===== src/rtl/load_store_unit_if.sv =====
// load_store_unit_if: request/response handshake and data-memory port of the load/store unit.
interface load_store_unit_if #(parameter int REG_BITS = 32);
    logic                req;
    logic                we;
    logic [2:0]          funct3;
    logic [REG_BITS-1:0] addr;
    logic [REG_BITS-1:0] wdata;
    logic                ready;
    logic                valid;
    logic                err;
    logic [REG_BITS-1:0] rdata;
    logic [REG_BITS-1:0] mem_a;
    logic [REG_BITS-1:0] mem_wd;
    logic                mem_we;
    logic [REG_BITS-1:0] mem_rd;
    modport master (
        output req, we, funct3, addr, wdata, mem_rd,
        input  ready, valid, err, rdata, mem_a, mem_wd, mem_we
    );
    modport slave (
        input  req, we, funct3, addr, wdata, mem_rd,
        output ready, valid, err, rdata, mem_a, mem_wd, mem_we
    );
endinterface


===== src/rtl/load_store_unit.sv =====
// load_store_unit: RV32I load/store sequencer for a word-wide memory without byte enables.
// Define LSU_SUBWORD_STORE_EN to build SB/SH as read-modify-write; otherwise they are rejected.
module load_store_unit (
    input logic              clk,
    input logic              rst_n,
    load_store_unit_if.slave bus
);
    localparam int REG_BITS = 32;
`ifdef LSU_SUBWORD_STORE_EN
    typedef enum logic [1:0] {IDLE, ACCESS, WRITE, DONE} state_t;
`else
    typedef enum logic [1:0] {IDLE, ACCESS, DONE} state_t;
`endif
    state_t              state_q, state_d;
    logic                we_q, err_q, illegal, is_sw;
    logic [2:0]          f3_q;
    logic [1:0]          off_q;
    logic [7:0]          lane_b;
    logic [15:0]         lane_h;
    logic [REG_BITS-1:0] load_val, rdata_q, mem_a_q, mem_wd_q;
    assign is_sw    = we_q && f3_q[1:0] == 2'b10;
    assign lane_b   = bus.mem_rd[{off_q, 3'b000} +: 8];
    assign lane_h   = bus.mem_rd[{off_q[1], 4'b0000} +: 16];
    assign load_val = f3_q[1] ? bus.mem_rd
                    : f3_q[0] ? {{16{lane_h[15] & ~f3_q[2]}}, lane_h}
                    : {{24{lane_b[7] & ~f3_q[2]}}, lane_b};
    assign bus.rdata  = rdata_q;
    assign bus.mem_a  = mem_a_q;
    assign bus.mem_wd = mem_wd_q;
    always_comb begin
        illegal = bus.funct3 == 3'b011 || bus.funct3[2:1] == 2'b11
               || (bus.we && bus.funct3[2])
               || (bus.funct3[1:0] == 2'b01 && bus.addr[0])
               || (bus.funct3[1:0] == 2'b10 && bus.addr[1:0] != 2'b00);
`ifndef LSU_SUBWORD_STORE_EN
        illegal = illegal || (bus.we && bus.funct3[1:0] != 2'b10);
`endif
    end
`ifdef LSU_SUBWORD_STORE_EN
    logic [15:0]         wdata_q;
    logic [REG_BITS-1:0] merged;
    // Only the addressed lane is replaced; the rest of the read word passes through.
    always_comb begin
        merged = bus.mem_rd;
        if (f3_q[0]) merged[{off_q[1], 4'b0000} +: 16] = wdata_q;
        else merged[{off_q, 3'b000} +: 8] = wdata_q[7:0];
    end
`endif
    always_comb begin
        state_d   = state_q;
        bus.ready = state_q == IDLE;
        bus.valid = state_q == DONE;
        bus.err   = state_q == DONE && err_q;
        bus.mem_we = state_q == ACCESS && is_sw;
        if (state_q == IDLE && bus.req) state_d = illegal ? DONE : ACCESS;
`ifdef LSU_SUBWORD_STORE_EN
        if (state_q == ACCESS) state_d = (we_q && !is_sw) ? WRITE : DONE;
        if (state_q == WRITE) begin
            state_d    = DONE;
            bus.mem_we = 1'b1;
        end
`else
        if (state_q == ACCESS) state_d = DONE;
`endif
        if (state_q == DONE) state_d = IDLE;
    end
    always_ff @(posedge clk or negedge rst_n) begin
        if (!rst_n) state_q <= IDLE;
        else state_q <= state_d;
    end
    always_ff @(posedge clk or negedge rst_n) begin
        if (!rst_n) begin
            we_q     <= 1'b0;
            err_q    <= 1'b0;
            f3_q     <= '0;
            off_q    <= '0;
            rdata_q  <= '0;
            mem_a_q  <= '0;
            mem_wd_q <= '0;
`ifdef LSU_SUBWORD_STORE_EN
            wdata_q  <= '0;
`endif
        end else begin
            if (state_q == IDLE && bus.req) begin
                we_q  <= bus.we;
                err_q <= illegal;
                f3_q  <= bus.funct3;
                off_q <= bus.addr[1:0];
                // Rejected requests leave the memory port untouched.
                if (!illegal) mem_a_q <= {2'b00, bus.addr[REG_BITS-1:2]};
                if (!illegal && bus.we && bus.funct3[1:0] == 2'b10) mem_wd_q <= bus.wdata;
`ifdef LSU_SUBWORD_STORE_EN
                wdata_q <= bus.wdata[15:0];
`endif
            end
            if (state_q == ACCESS && !we_q) rdata_q <= load_val;
`ifdef LSU_SUBWORD_STORE_EN
            if (state_q == ACCESS && we_q && !is_sw) mem_wd_q <= merged;
`endif
        end
    end
endmodule


===== src/flat_wrapper.sv =====
// flat-port wrapper written by rule: the top's interface ports become plain ports
module load_store_unit_flat 
  (clk, rst_n, bus_req, bus_we, bus_funct3, bus_addr, bus_wdata, bus_mem_rd, bus_ready, bus_valid, bus_err, bus_rdata, bus_mem_a, bus_mem_wd, bus_mem_we);
  load_store_unit_if bus_i ();
  input logic clk;
  input logic rst_n;
  input wire logic [$bits(bus_i.req)-1:0] bus_req;
  input wire logic [$bits(bus_i.we)-1:0] bus_we;
  input wire logic [$bits(bus_i.funct3)-1:0] bus_funct3;
  input wire logic [$bits(bus_i.addr)-1:0] bus_addr;
  input wire logic [$bits(bus_i.wdata)-1:0] bus_wdata;
  input wire logic [$bits(bus_i.mem_rd)-1:0] bus_mem_rd;
  output wire logic [$bits(bus_i.ready)-1:0] bus_ready;
  output wire logic [$bits(bus_i.valid)-1:0] bus_valid;
  output wire logic [$bits(bus_i.err)-1:0] bus_err;
  output wire logic [$bits(bus_i.rdata)-1:0] bus_rdata;
  output wire logic [$bits(bus_i.mem_a)-1:0] bus_mem_a;
  output wire logic [$bits(bus_i.mem_wd)-1:0] bus_mem_wd;
  output wire logic [$bits(bus_i.mem_we)-1:0] bus_mem_we;
  assign bus_i.req = bus_req;
  assign bus_i.we = bus_we;
  assign bus_i.funct3 = bus_funct3;
  assign bus_i.addr = bus_addr;
  assign bus_i.wdata = bus_wdata;
  assign bus_i.mem_rd = bus_mem_rd;
  assign bus_ready = bus_i.ready;
  assign bus_valid = bus_i.valid;
  assign bus_err = bus_i.err;
  assign bus_rdata = bus_i.rdata;
  assign bus_mem_a = bus_i.mem_a;
  assign bus_mem_wd = bus_i.mem_wd;
  assign bus_mem_we = bus_i.mem_we;
  load_store_unit u_core (.clk(clk), .rst_n(rst_n), .bus(bus_i));
endmodule

===== config.mk =====
export PLATFORM = sky130hd
export DESIGN_NAME = load_store_unit_flat
export DESIGN_NICKNAME = d
export VERILOG_FILES = /design/src/rtl/load_store_unit_if.sv /design/src/rtl/load_store_unit.sv /design/src/flat_wrapper.sv
export SDC_FILE = /design/constraint.sdc
export NUM_CORES = 1
export LEC_CHECK = 0
export BUFFER_PORTS_ARGS = -buffer_cell sky130_fd_sc_hd__buf_2
export CAP_MARGIN = 20
export CORE_MARGIN = 2
export CORE_UTILIZATION = 47
export CTS_BUF_LIST = sky130_fd_sc_hd__clkbuf_16
export DETAILED_ROUTE_END_ITERATION = 8
export PLACE_DENSITY = 0.83
export SETUP_SLACK_MARGIN = 0.02
export SYNTH_ARGS = -nofsm -noshare
export SYNTH_HDL_FRONTEND = slang
export SYNTH_SLANG_ARGS = --single-unit

===== constraint.sdc =====
create_clock -name clk -period 2.04 [get_ports clk]
set_input_delay 0.408 -clock clk [delete_from_list [all_inputs] [get_ports clk]]
set_output_delay 0.408 -clock clk [all_outputs]
set_load 0.02 [all_outputs]

==> reports/results.ini <==
[floorplanning]
num_rows=35
die_x_um=102
ioPinCount=203
die_h_um=102
core_mm2=0.00933
die-area_mm2=0.0105
start_util_pct=48.7

[critical_path]
required_ns=1.63
reg2reg_depth=4
end_kind=output pin
arrival_ns=1.34
crit_fanout=11
startpoint_type=flop
worstSetupPathType=reg2out

[grt]
grt_first_pass_wirelength_um=17800
grt_pass1_vias=3689
grt.total_usage_pct=21.9
grt.overflow.total=0
antenna_found_initial=0
grt_max_degree=57

[timing]
setup_viol=0
slew_headroom_pct=60.6
layout_setup_ws_ns=0.290
worstMarginPinSlew_ns=0.592
drv_slew=0
fin_skew_ns=0.00916
period_share_pct=85.8
finalHoldViolCount=1
tns_ns=0
rsz0062_at_grt=false
hold_slack_ns=-0.0000193
fin_crit_ns=1.75
fmax_mhz=571

[synthesis]
synth_warnings=0
syn_inst=363
syn_area_per_cell_um2=12.5
synthDistinctLibCells=35
yosysSeqAreaShare_pct=56.7
synthesis.area_mm2=0.00455
ys_ff_latch=103

[layout]
num_antenna_cells=0
fin_util_pct=63.7
final_common_cell=buf_2
nets=666
final_cell_mix=buf_2, dfrtp_1, mux2_2
area_growth_pct=30.6
drive_above_1_share_pct=58.5
regArea_mm2=0.00258
multi_input_area_mm2=0.00180
fillers=769

[power_and_ir_drop]
leakage_nw=2.99
p_per_area_mw_per_mm2=1290
max-vdd-ir-drop_uv=739

[route]
vias_per_cell=5.18
drtPass1Iterations=4
ant_nets=0
wl_per_cell_um=16.3
drt_wl_total_um=11400
num_vias=3608
drtIter0Drc=116
drc_errors=0

[cts]
cts-resized-gates=0
clkLatencyLatePin_ns=0.33
cts_buffer_depth=2
ctsRootBufferMaster=clkbuf_16
clkTransAtPathRegs_ns=0.07
htree_levels=3
cts_num_sinks=103
cts_buffers=9
postCtsSetupRepairBufs=0
cts_tree=yes
cts_hold_buf=0

[placement]
pre_cts_slack_ns=0.180
port_buffers=200
dp_hpwl_um=8770
gp_congestion=0.909

[run_status]
status=finished with violations
violations=hold timing

[run]
max_cap_viol_count=0

[hold_path]
min_path_type=in2async

==> state kept, by name, indices dropped and copies added, names as in the netlist <==
name	flops
u_core.bus.mem_wd	32
u_core.bus.rdata	32
u_core.bus.mem_a	30
u_core.f3_q	3
u_core.off_q	2
u_core.state_q	2
u_core.err_q	1
u_core.we_q	1
==> routing by layer <==
metal  share of wire [%]  GRT usage [%]  up-vias
met5                   0              0        -
met4                 1.4           7.08        0
met3                 7.7           6.02       11
met2                  50           36.0      184
met1                  41           28.2     1753
li1                    -              -     1660
==> cell usage after synthesis, drive strengths merged <==
master	n	area (µm²)
a21oi	26	171
nor3b	1	18.8
nand4b	1	8.76
o221a	7	78.8
nor2b	4	32.5
and2	3	18.8
nand2b	3	18.8
o41a	1	21.3
a211oi	1	7.51
mux4	1	22.5
mux2	76	856
conb	1	3.75
nand3b	8	60.1
a31oi	8	50.1
dfrtp	103	2580
a211o	1	8.76
o21ai	10	50.0
mux2i	1	10.0
nand2	40	150
clkbuf	7	26.3
buf	18	145
a21o	1	7.51
nor2	24	92.6
nand4	1	21.3
nor3	8	40.0
inv	1	3.75
or2	7	43.8
==> path summary, 6_finish.rpt <==
path                                                     to                             start  slack, ns
setup / recovery                                 bus_mem_we        u_core.f3_q[1]$_DFFE_PN0P_       0.29
hold / removal             u_core.bus.mem_wd[5]$_DFFE_PN0P_                             rst_n   -0.00002
setup reg to reg            u_core.bus.rdata[6]$_DFFE_PN0P_       u_core.off_q[0]$_DFFE_PN0P_       0.32
hold reg to reg            u_core.bus.mem_wd[7]$_DFFE_PN0P_  u_core.bus.mem_wd[7]$_DFFE_PN0P_       0.49
max in group asynchronous  u_core.bus.mem_a[14]$_DFFE_PN0P_                             rst_n       1.40
min in group clk           u_core.bus.mem_wd[7]$_DFFE_PN0P_                      bus_wdata[7]       0.29
==> final cells by class <==
| cell class | instances | area share (%) |
|---|---|---|
| sequential | 103 | 43.4 |
| multi-input combinational | 235 | 30.3 |
| timing repair buffer | 213 | 19.0 |
| clock buffer | 9 | 3.79 |
| tap | 129 | 2.72 |
| clock inverter | 7 | 0.801 |
| inverter | 1 | 0.0632 |
==> cells by family after synthesis <==
| family | after synthesis | share of synthesized area, % |
|---|---|---|
| simple gates | 100 | 11.1 |
| other cells | 1 | 0.0825 |
| compound gates | 55 | 8.70 |
| mux | 78 | 19.5 |
| flops | 103 | 56.7 |
| buf+inv | 26 | 3.85 |
==> stage by stage <==
step                      cell area, µm²  hold WS (ns)  total power, mW  std cells
after floorplan                     4550         0.112             5.00        364
after global placement              5670         0.362             6.02        681
after detailed placement            5670         0.369             6.12        681
after CTS                           5940       0.00547             7.72        697
after global routing                5940        0.0128             8.08        697
final                               5940    -0.0000193             7.65        697
==> worst max-delay path: stages, from the launching register on <==
cell	delay, ns
dfrtp_1	0.59
nand4b_1	0.15
nor2_1	0.10
buf_2	0.17
==> where the power goes <==
group / switching, mW / internal, mW
combinational: 1.74 / 1.21
clock: 0.749 / 0.830
sequential: 0.413 / 2.71
total: 2.90 / 4.75
Power figures use the tool's default switching activity.
